[src/rtl/mips_multicycle_ctrl_if.sv]
// Signal bundle between the multicycle MIPS control FSM and its datapath.
// The controller takes the slave view; the datapath or testbench takes the master view.
interface mips_multicycle_ctrl_if;
  logic [5:0] Op;
  logic       mem_ready;
  logic       PCWrite;
  logic       PCWriteCond;
  logic       IorD;
  logic       MemRead;
  logic       MemWrite;
  logic       IRWrite;
  logic       MemtoReg;
  logic       RegDst;
  logic       RegWrite;
  logic       ALUSrcA;
  logic [1:0] ALUSrcB;
  logic [1:0] AluOp;
  logic [1:0] PCSource;
  logic       illegal_op;
  logic [3:0] state;

  modport slave (
    input  Op, mem_ready,
    output PCWrite, PCWriteCond, IorD, MemRead, MemWrite, IRWrite, MemtoReg,
           RegDst, RegWrite, ALUSrcA, ALUSrcB, AluOp, PCSource, illegal_op, state
  );

  modport master (
    output Op, mem_ready,
    input  PCWrite, PCWriteCond, IorD, MemRead, MemWrite, IRWrite, MemtoReg,
           RegDst, RegWrite, ALUSrcA, ALUSrcB, AluOp, PCSource, illegal_op, state
  );
endinterface

[src/rtl/mips_multicycle_ctrl.sv]
// Main control FSM for the multicycle MIPS datapath (R-type, lw, sw, beq, j).
// Control outputs are decoded from the current state; memory steps wait on mem_ready.
module mips_multicycle_ctrl #(
  parameter logic [5:0] OP_RTYPE = 6'h00,
  parameter logic [5:0] OP_LW    = 6'h23,
  parameter logic [5:0] OP_SW    = 6'h2B,
  parameter logic [5:0] OP_BEQ   = 6'h04,
  parameter logic [5:0] OP_J     = 6'h02
) (
  input  logic                      clk,
  input  logic                      reset,
  mips_multicycle_ctrl_if.slave     bus
);

  localparam int unsigned STATE_W = 4;
  localparam int unsigned OP_W    = 6;

  localparam logic [3:0] S_FETCH  = 4'd0;
  localparam logic [3:0] S_DECODE = 4'd1;
  localparam logic [3:0] S_MEMADR = 4'd2;
  localparam logic [3:0] S_MEMRD  = 4'd3;
  localparam logic [3:0] S_MEMWB  = 4'd4;
  localparam logic [3:0] S_MEMWR  = 4'd5;
  localparam logic [3:0] S_EXEC   = 4'd6;
  localparam logic [3:0] S_ALUWB  = 4'd7;
  localparam logic [3:0] S_BRANCH = 4'd8;
  localparam logic [3:0] S_JUMP   = 4'd9;

  logic [STATE_W-1:0] state_q, state_d;
  logic [OP_W-1:0]    op_q;

  // State register and opcode latch; op is captured only while decoding.
  always_ff @(posedge clk) begin
    if (reset) begin
      state_q <= S_FETCH;
      op_q    <= OP_W'(0);
    end else begin
      state_q <= state_d;
      if (state_q == S_DECODE) op_q <= bus.Op;
    end
  end

  always_comb begin
    state_d         = S_FETCH;
    bus.PCWrite     = 1'b0;
    bus.PCWriteCond = 1'b0;
    bus.IorD        = 1'b0;
    bus.MemRead     = 1'b0;
    bus.MemWrite    = 1'b0;
    bus.IRWrite     = 1'b0;
    bus.MemtoReg    = 1'b0;
    bus.RegDst      = 1'b0;
    bus.RegWrite    = 1'b0;
    bus.ALUSrcA     = 1'b0;
    bus.ALUSrcB     = 2'b00;
    bus.AluOp       = 2'b00;
    bus.PCSource    = 2'b00;
    bus.illegal_op  = 1'b0;

    case (state_q)
      S_FETCH: begin
        bus.MemRead = 1'b1;
        bus.ALUSrcB = 2'b01;
        bus.IRWrite = bus.mem_ready;
        bus.PCWrite = bus.mem_ready;
        state_d     = bus.mem_ready ? S_DECODE : S_FETCH;
      end
      S_DECODE: begin
        // ALUOut receives PC + (imm << 2) as the speculative branch target.
        bus.ALUSrcB = 2'b11;
        case (bus.Op)
          OP_LW, OP_SW: state_d = S_MEMADR;
          OP_RTYPE:     state_d = S_EXEC;
          OP_BEQ:       state_d = S_BRANCH;
          OP_J:         state_d = S_JUMP;
          default: begin
            state_d        = S_FETCH;
            bus.illegal_op = 1'b1;
          end
        endcase
      end
      S_MEMADR: begin
        bus.ALUSrcA = 1'b1;
        bus.ALUSrcB = 2'b10;
        state_d     = (op_q == OP_LW) ? S_MEMRD : S_MEMWR;
      end
      S_MEMRD: begin
        bus.MemRead = 1'b1;
        bus.IorD    = 1'b1;
        state_d     = bus.mem_ready ? S_MEMWB : S_MEMRD;
      end
      S_MEMWB: begin
        bus.RegWrite = 1'b1;
        bus.MemtoReg = 1'b1;
      end
      S_MEMWR: begin
        bus.MemWrite = 1'b1;
        bus.IorD     = 1'b1;
        state_d      = bus.mem_ready ? S_FETCH : S_MEMWR;
      end
      S_EXEC: begin
        bus.ALUSrcA = 1'b1;
        bus.AluOp   = 2'b10;
        state_d     = S_ALUWB;
      end
      S_ALUWB: begin
        bus.RegWrite = 1'b1;
        bus.RegDst   = 1'b1;
      end
      S_BRANCH: begin
        bus.ALUSrcA     = 1'b1;
        bus.AluOp       = 2'b01;
        bus.PCWriteCond = 1'b1;
        bus.PCSource    = 2'b01;
      end
      S_JUMP: begin
        bus.PCWrite  = 1'b1;
        bus.PCSource = 2'b10;
      end
      default: state_d = S_FETCH;
    endcase
  end

  assign bus.state = state_q;

endmodule

[src/flat_wrapper.sv]
// flat-port wrapper written by rule: the top's interface ports become plain ports
module mips_multicycle_ctrl_flat 
#(
  parameter logic [5:0] OP_RTYPE = 6'h00,
  parameter logic [5:0] OP_LW    = 6'h23,
  parameter logic [5:0] OP_SW    = 6'h2B,
  parameter logic [5:0] OP_BEQ   = 6'h04,
  parameter logic [5:0] OP_J     = 6'h02
)
  (clk, reset, bus_Op, bus_mem_ready, bus_PCWrite, bus_PCWriteCond, bus_IorD, bus_MemRead, bus_MemWrite, bus_IRWrite, bus_MemtoReg, bus_RegDst, bus_RegWrite, bus_ALUSrcA, bus_ALUSrcB, bus_AluOp, bus_PCSource, bus_illegal_op, bus_state);
  mips_multicycle_ctrl_if bus_i ();
  input  logic clk;
  input  logic reset;
  input wire logic [$bits(bus_i.Op)-1:0] bus_Op;
  input wire logic [$bits(bus_i.mem_ready)-1:0] bus_mem_ready;
  output wire logic [$bits(bus_i.PCWrite)-1:0] bus_PCWrite;
  output wire logic [$bits(bus_i.PCWriteCond)-1:0] bus_PCWriteCond;
  output wire logic [$bits(bus_i.IorD)-1:0] bus_IorD;
  output wire logic [$bits(bus_i.MemRead)-1:0] bus_MemRead;
  output wire logic [$bits(bus_i.MemWrite)-1:0] bus_MemWrite;
  output wire logic [$bits(bus_i.IRWrite)-1:0] bus_IRWrite;
  output wire logic [$bits(bus_i.MemtoReg)-1:0] bus_MemtoReg;
  output wire logic [$bits(bus_i.RegDst)-1:0] bus_RegDst;
  output wire logic [$bits(bus_i.RegWrite)-1:0] bus_RegWrite;
  output wire logic [$bits(bus_i.ALUSrcA)-1:0] bus_ALUSrcA;
  output wire logic [$bits(bus_i.ALUSrcB)-1:0] bus_ALUSrcB;
  output wire logic [$bits(bus_i.AluOp)-1:0] bus_AluOp;
  output wire logic [$bits(bus_i.PCSource)-1:0] bus_PCSource;
  output wire logic [$bits(bus_i.illegal_op)-1:0] bus_illegal_op;
  output wire logic [$bits(bus_i.state)-1:0] bus_state;
  assign bus_i.Op = bus_Op;
  assign bus_i.mem_ready = bus_mem_ready;
  assign bus_PCWrite = bus_i.PCWrite;
  assign bus_PCWriteCond = bus_i.PCWriteCond;
  assign bus_IorD = bus_i.IorD;
  assign bus_MemRead = bus_i.MemRead;
  assign bus_MemWrite = bus_i.MemWrite;
  assign bus_IRWrite = bus_i.IRWrite;
  assign bus_MemtoReg = bus_i.MemtoReg;
  assign bus_RegDst = bus_i.RegDst;
  assign bus_RegWrite = bus_i.RegWrite;
  assign bus_ALUSrcA = bus_i.ALUSrcA;
  assign bus_ALUSrcB = bus_i.ALUSrcB;
  assign bus_AluOp = bus_i.AluOp;
  assign bus_PCSource = bus_i.PCSource;
  assign bus_illegal_op = bus_i.illegal_op;
  assign bus_state = bus_i.state;
  mips_multicycle_ctrl #(.OP_RTYPE(OP_RTYPE), .OP_LW(OP_LW), .OP_SW(OP_SW), .OP_BEQ(OP_BEQ), .OP_J(OP_J)) u_core (.clk(clk), .reset(reset), .bus(bus_i));
endmodule
[config.mk]
export PLATFORM = sky130hd
export DESIGN_NAME = mips_multicycle_ctrl_flat
export DESIGN_NICKNAME = d
export VERILOG_FILES = /design/src/rtl/mips_multicycle_ctrl_if.sv /design/src/rtl/mips_multicycle_ctrl.sv /design/src/flat_wrapper.sv
export SDC_FILE = /design/constraint.sdc
export NUM_CORES = 1
export LEC_CHECK = 0
export BUFFER_PORTS_ARGS = -buffer_cell sky130_fd_sc_hd__buf_2
export CORE_UTILIZATION = 51
export CTS_BUF_LIST = sky130_fd_sc_hd__clkbuf_8
export DETAILED_ROUTE_END_ITERATION = 6
export GPL_TIMING_DRIVEN = 0
export HOLD_SLACK_MARGIN = 0.15
export MAX_ROUTING_LAYER = met4
export PLACE_DENSITY = 0.92
export SLEW_MARGIN = 20
export SYNTH_ARGS = -nofsm -noshare
export SYNTH_HDL_FRONTEND = slang
export SYNTH_SLANG_ARGS = --single-unit
export TNS_END_PERCENT = 5
[constraint.sdc]
create_clock -name clk -period 3.3 [get_ports clk]
set_input_delay 0.825 -clock clk [delete_from_list [all_inputs] [get_ports clk]]
set_output_delay 0.825 -clock clk [all_outputs]
set_load 0.05 [all_outputs]
==> metrics.md, run 1 <==
| Metric | Value |
|---|---|
| Status | `complete, no violations` |
| Main synth FF type | `dfxtp_1` |
| R2R Path Start | `u_core.bus.state[2]` |
| Area of the core | `0.00128 sq mm` |
| Critical path launch point type | `flip-flop` |
| Antenna Cells | `0` |
| DR WL/cell | `11.8 um` |
| Layout cells sized above 1 | `30.8%` |
| Peak supply drop | `255 uV` |
| Clock Sinks | `10` |
| CTS tree | `built` |
| First-pass GRT wire length | `2600 um` |
| Hold_buf cts | `0` |
| # setup viols final | `0` |
| Slew Limit Fails | `0` |
| Post-synthesis adder-cell area fraction | `0%` |
| Seq/Total Area, Yosys | `28.4%` |
| Yosys cell types | `30` |
| H-tree Lvls | `1` |
| Vias per cell | `5.52` |
| DP HPWL | `1230 um` |
| Num CTS Buffers | `3` |
| Layout area overhead | `31.1%` |
| Routed vias | `800` |
| Commonest cells after routing, fill and taps aside | `28 x buf_2, 15 x nand2_1, 12 x nor3_1` |
| Gr usage total | `26.2%` |
| Pleak | `0.404 nW` |
| Fin crit share | `85.0%` |
| Largest net degree at the start of global routing | `11` |
| Xor/xnor cell area share of the yosys netlist | `3.73%` |
| Max Fclk | `0.356 GHz` |
| Post-Syn Nets | `107` |
| Congestion Overflow GR | `0` |
| Clk root buf | `clkbuf_8` |
| Synth Warn # | `0` |
| Die width | `39.2 um` |
| GP Congestion | `0.795` |
| # IOs | `30` |
| Mapped Area | `704 sq um` |
| Placed Instances | `141` |
| Hold_sp | `u_core.op_q[4]` |
| Layout Cells excl Fill | `145` |
| Main combinational cell family by area after synthesis | `simple AND/OR/NAND/NOR gates` |
| Final worst slack | `494 ps` |
| Die Height | `39.2 um` |
| Avg Inst Size Synth | `7.19 sq um` |
| Die area | `0.00153 sq mm` |
| Post-synth EDFFs | `0` |
| Final setup TNS | `0 ps` |
| TritonRoute pass-1 iters | `5` |
| Post-layout minimum cycle time | `2810 ps` |
| Synth Area in Simple Gates | `41.0%` |
| CTS clk-pin slew, worst paths | `50 ps` |
| Antenna Violating Nets Remaining | `0` |
| Max-cap violations | `0` |
| Critical Path Source | `u_core.bus.state[2]` |
| WP data required | `2470 ps` |
| Layout Skew | `5.20 ps` |
| Worst-path fanout max | `10` |
| Initial drt markers | `27` |
| Post-Place Setup Slack | `527 ps` |
| Initial antenna violation count | `0` |
| Slew HR | `50.3%` |
| Async SR Flop Fraction | `0%` |
| Worst skew pair latency | `240 ps` |
| Crit end category | `output pin` |
| Multiplexer share of the synthesized area | `3.02%` |
| Vias in the first global route | `607` |
| Slew at the pin with the worst max-slew slack | `740 ps` |
| Site Rows | `13` |
| Setup CP Type | `reg2out` |
| Critical path arrival | `1980 ps` |
| Initial Util | `54.8%` |
| Worst Hold Class | `reg2reg` |
| Mapped Cells | `98` |
| # nets final | `140` |
| PwrDens | `382 mW/mm^2` |
| DRC | `0` |
| WHS | `459 ps` |
| Longest Clk Path Bufs | `2` |
| Post-CTS Resized | `0` |
| IO Port Bufs | `28` |
| #FFs+latches synth | `10` |
| Routed WL | `1720 um` |
| RSZ-0062 raised after global routing | `false` |
| Post-CTS Setup Bufs | `0` |
| Hold Fails Final Rpt | `0` |
| Post-synthesis compound-gate area fraction | `16.9%` |
| Most common cell after layout, fill and taps aside | `buf_2` |
==> flip-flops by register name (all words and copies together), names as in the netlist <==
register	count
u_core.op_q	6
u_core.bus.state	4
==> per-layer routing <==
layer / wire length (um) / global-route usage (%)
met5: 0 / -
met4: 27 / 16.4
met3: 128 / 4.62
met2: 834 / 40.0
met1: 728 / 31.6
==> logic make-up after synthesis <==
kind of cell,count (synthesis)
multiplexers,2
AO/OA/AOI/OAI,19
XOR/XNOR,3
AND/OR/NAND/NOR,54
flip-flops,10
buffers and inverters,10
==> critical path, cell delays in order, from the launching register on <==
cell	delay, ps
dfxtp_1	370
clkbuf_1	250
nor3_1	660
o21a_1	210
buf_2	250
==> final timing paths <==
path	depth (start not counted)	slack, ps	to
worst max-delay path	4	490	bus_illegal_op
worst min-delay path	2	460	u_core.op_q[4]
worst max register to register	4	1630	u_core.op_q[4]
worst min register to register	2	460	u_core.op_q[4]
==> layout make-up <==
| type | instances | area [sq um] |
|---|---|---|
| Fill cell | 103 | 362 |
| Clock buffer | 4 | 55.1 |
| Inverter | 2 | 7.51 |
| Tap cell | 15 | 18.8 |
| Sequential cell | 10 | 200 |
| Buffer | 8 | 41.3 |
| Multi-Input combinational cell | 78 | 460 |
| Timing Repair Buffer | 28 | 140 |
==> through the flow <==
step	util (%)	cell area [sq um]	total power [W]
6_report	71.9	923	0.000352
5_1_grt	71.9	923	0.000364
4_1_cts	71.9	923	0.000353
3_5_place_dp	67.6	868	0.000198
3_3_place_gp	67.6	868	0.000197
2_1_floorplan	-	709	0.000180
==> cell usage after synthesis, types with 2 or more instances <==
master | instances | area share [%]
a211o_1 | 2 | 2.5
a21oi_1 | 10 | 7.1
buf_4 | 3 | 3.2
clkbuf_1 | 4 | 2.1
dfxtp_1 | 10 | 28
inv_1 | 2 | 1.1
nand2_1 | 15 | 8.0
nand2b_1 | 4 | 3.6
nor2_1 | 8 | 4.3
nor2b_1 | 3 | 2.7
nor3_1 | 13 | 9.2
nor3b_1 | 2 | 2.1
o21a_1 | 2 | 2.1
or3_1 | 2 | 1.8
xnor2_1 | 3 | 3.7
==> power by group <==
part	switching, W	internal, W	total [W]
combinational	0.0000479	0.0000214	0.0000693
clock	0.0000502	0.000105	0.000155
sequential	0.00000239	0.000126	0.000128
total	0.000100	0.000252	0.000352
(Power assumes the default switching activity.)
==> run 2: changes to the inputs <==
--- a/config.mk
+++ b/config.mk
@@ -7,7 +7,7 @@
 export LEC_CHECK = 0
 export BUFFER_PORTS_ARGS = -buffer_cell sky130_fd_sc_hd__buf_2
 export CORE_UTILIZATION = 51
-export CTS_BUF_LIST = sky130_fd_sc_hd__clkbuf_8
+export CTS_BUF_LIST = sky130_fd_sc_hd__clkbuf_4
 export DETAILED_ROUTE_END_ITERATION = 6
 export GPL_TIMING_DRIVEN = 0
 export HOLD_SLACK_MARGIN = 0.15
==> run 2 against run 1 <==
Net effect: die area stayed put; clock power down 47%; fmax decreased by 0.49%; flip-flop and latch count unchanged; sequential share of layout area rose by 0.70 points; sequential power is essentially flat; first-iteration DRC count down 41%; critical path type unchanged; critical endpoint unchanged.
==> metrics.md, run 2 (synthesis results as in run 1) <==
| Metric | Value |
|---|---|
| Hold_buf cts | `0` |
| Post-CTS Setup Bufs | `0` |
| Flop pwr share | `45.6%` |
| CTS tree | `built` |
| Max-cap violations | `0` |
| Gr usage total | `24.1%` |
| Die area | `0.00153 sq mm` |
| Critical path arrival | `1990 ps` |
| Largest net degree at the start of global routing | `11` |
| Design Area, Final | `895 sq um` |
| Worst skew pair latency | `260 ps` |
| Critical path launch point type | `flip-flop` |
| Crit end category | `output pin` |
| DRC | `0` |
| Congestion Overflow GR | `0` |
| Layout Utilization | `69.6%` |
| Power share of the clock group | `29.7%` |
| Fill cells | `109` |
| Slew HR | `52.0%` |
| DR WL/cell | `11.3 um` |
| # IOs | `30` |
| Max Fclk | `0.355 GHz` |
| FF-to-FF path depth | `4` |
| Slew at the pin with the worst max-slew slack | `715 ps` |
| Final setup TNS | `0 ps` |
| Routed WL | `1640 um` |
| CTS clk-pin slew, worst paths | `60 ps` |
| Clk root buf | `clkbuf_4` |
| # setup viols final | `0` |
| IO Port Bufs | `28` |
| Switch share | `32.0%` |
| TritonRoute pass-1 iters | `4` |
| First-pass GRT wire length | `2480 um` |
| # nets final | `140` |
| Fin crit share | `85.4%` |
| Antenna Cells | `0` |
| Most common cell after layout, fill and taps aside | `buf_2` |
| Routed vias | `784` |
| Slew Limit Fails | `0` |
| RSZ-0062 raised after global routing | `false` |
| Die Height | `39.2 um` |
| Worst Hold Class | `reg2reg` |
| WP data required | `2470 ps` |
| Area of the core | `0.00128 sq mm` |
| Peak supply drop | `247 uV` |
| Hold Fails Final Rpt | `0` |
| Setup CP Type | `reg2out` |
| Net Sw Power | `0.0000893 W` |
| Logic pwr share | `24.7%` |
| Worst-path fanout max | `10` |
| Antenna Violating Nets Remaining | `0` |
| Post-CTS Resized | `0` |
| GP Congestion | `0.795` |
| Layout area overhead | `27.0%` |
| Site Rows | `13` |
| Vias per cell | `5.41` |
| Post-layout minimum cycle time | `2820 ps` |
| Layout cells sized above 1 | `30.0%` |
| Hold path depth | `2` |
| Pleak | `0.391 nW` |
| Int Pwr | `0.000190 W` |
| Initial antenna violation count | `0` |
| Top reg by flops | `u_core.op_q` |
| Initial drt markers | `16` |
| DP HPWL | `1230 um` |
| PwrDens | `312 mW/mm^2` |
| Clock Sinks | `10` |
| Num CTS Buffers | `3` |
| Status | `complete, no violations` |
| Vias in the first global route | `612` |
| Commonest cells after routing, fill and taps aside | `28 x buf_2, 15 x nand2_1, 12 x nor3_1` |
| Longest Clk Path Bufs | `2` |
| Layout Skew | `1.10 ps` |
| Max reg flops | `6` |
| Post-Place Cell Area | `868 sq um` |
| H-tree Lvls | `1` |
| Die width | `39.2 um` |
| Initial Util | `54.8%` |
[run 2: area by class of cell]
cell class	count	area (sq um)	share of cell area, %
multi-input cells	78	460	51.5
clock inverters	1	3.75	0.420
well taps	15	18.8	2.10
flip-flops and latches	10	200	22.4
inverters	2	7.51	0.839
repair buffers	28	140	15.7
plain buffers	8	41.3	4.62
clock buffers	3	22.5	2.52
[run 2: per-layer routing]
| layer | share of wire, % | track usage, % | wire (um) |
|---|---|---|---|
| met5 | 0 | - | 0 |
| met4 | 2.3 | 11.2 | 37 |
| met3 | 4.6 | 4.05 | 76 |
| met2 | 50 | 40.4 | 819 |
| met1 | 43 | 27.8 | 706 |
[run 2: per-stage QoR]
step	instances	worst slack [ps]	total power [W]	hold slack, ps
2_1_floorplan	98	0.423	0.000180	432
3_3_place_gp	141	552	0.000197	440
3_5_place_dp	141	527	0.000198	452
4_1_cts	145	502	0.000280	463
5_1_grt	145	321	0.000295	478
6_report	145	481	0.000279	462
[run 2: power groups by stage]
| stage | Clock [W] | Sequential (W) | Combinational [W] |
|---|---|---|---|
| final | 0.0000829 | 0.000127 | 0.0000692 |
| after global routing | 0.0000933 | 0.000128 | 0.0000738 |
| after CTS | 0.0000839 | 0.000127 | 0.0000689 |
| after detailed placement | 0 | 0.000130 | 0.0000682 |
| after global placement | 0 | 0.000130 | 0.0000669 |
| after floorplan | 0 | 0.000133 | 0.0000468 |
[run 2: worst paths after layout]
kind	startpoint	end	slack [ps]
setup reg to reg	u_core.bus.state[2]	u_core.op_q[5]	1670
hold / removal	u_core.op_q[4]	u_core.op_q[4]	460
hold reg to reg	u_core.op_q[4]	u_core.op_q[4]	460
setup / recovery	u_core.bus.state[2]	bus_illegal_op	480
[run 2: worst max-delay path, cell delays in order (launching register included)]
cell and delay (ps):
dfxtp_1 380, clkbuf_1 250, nor3_1 650, o21a_1 200
buf_2 250
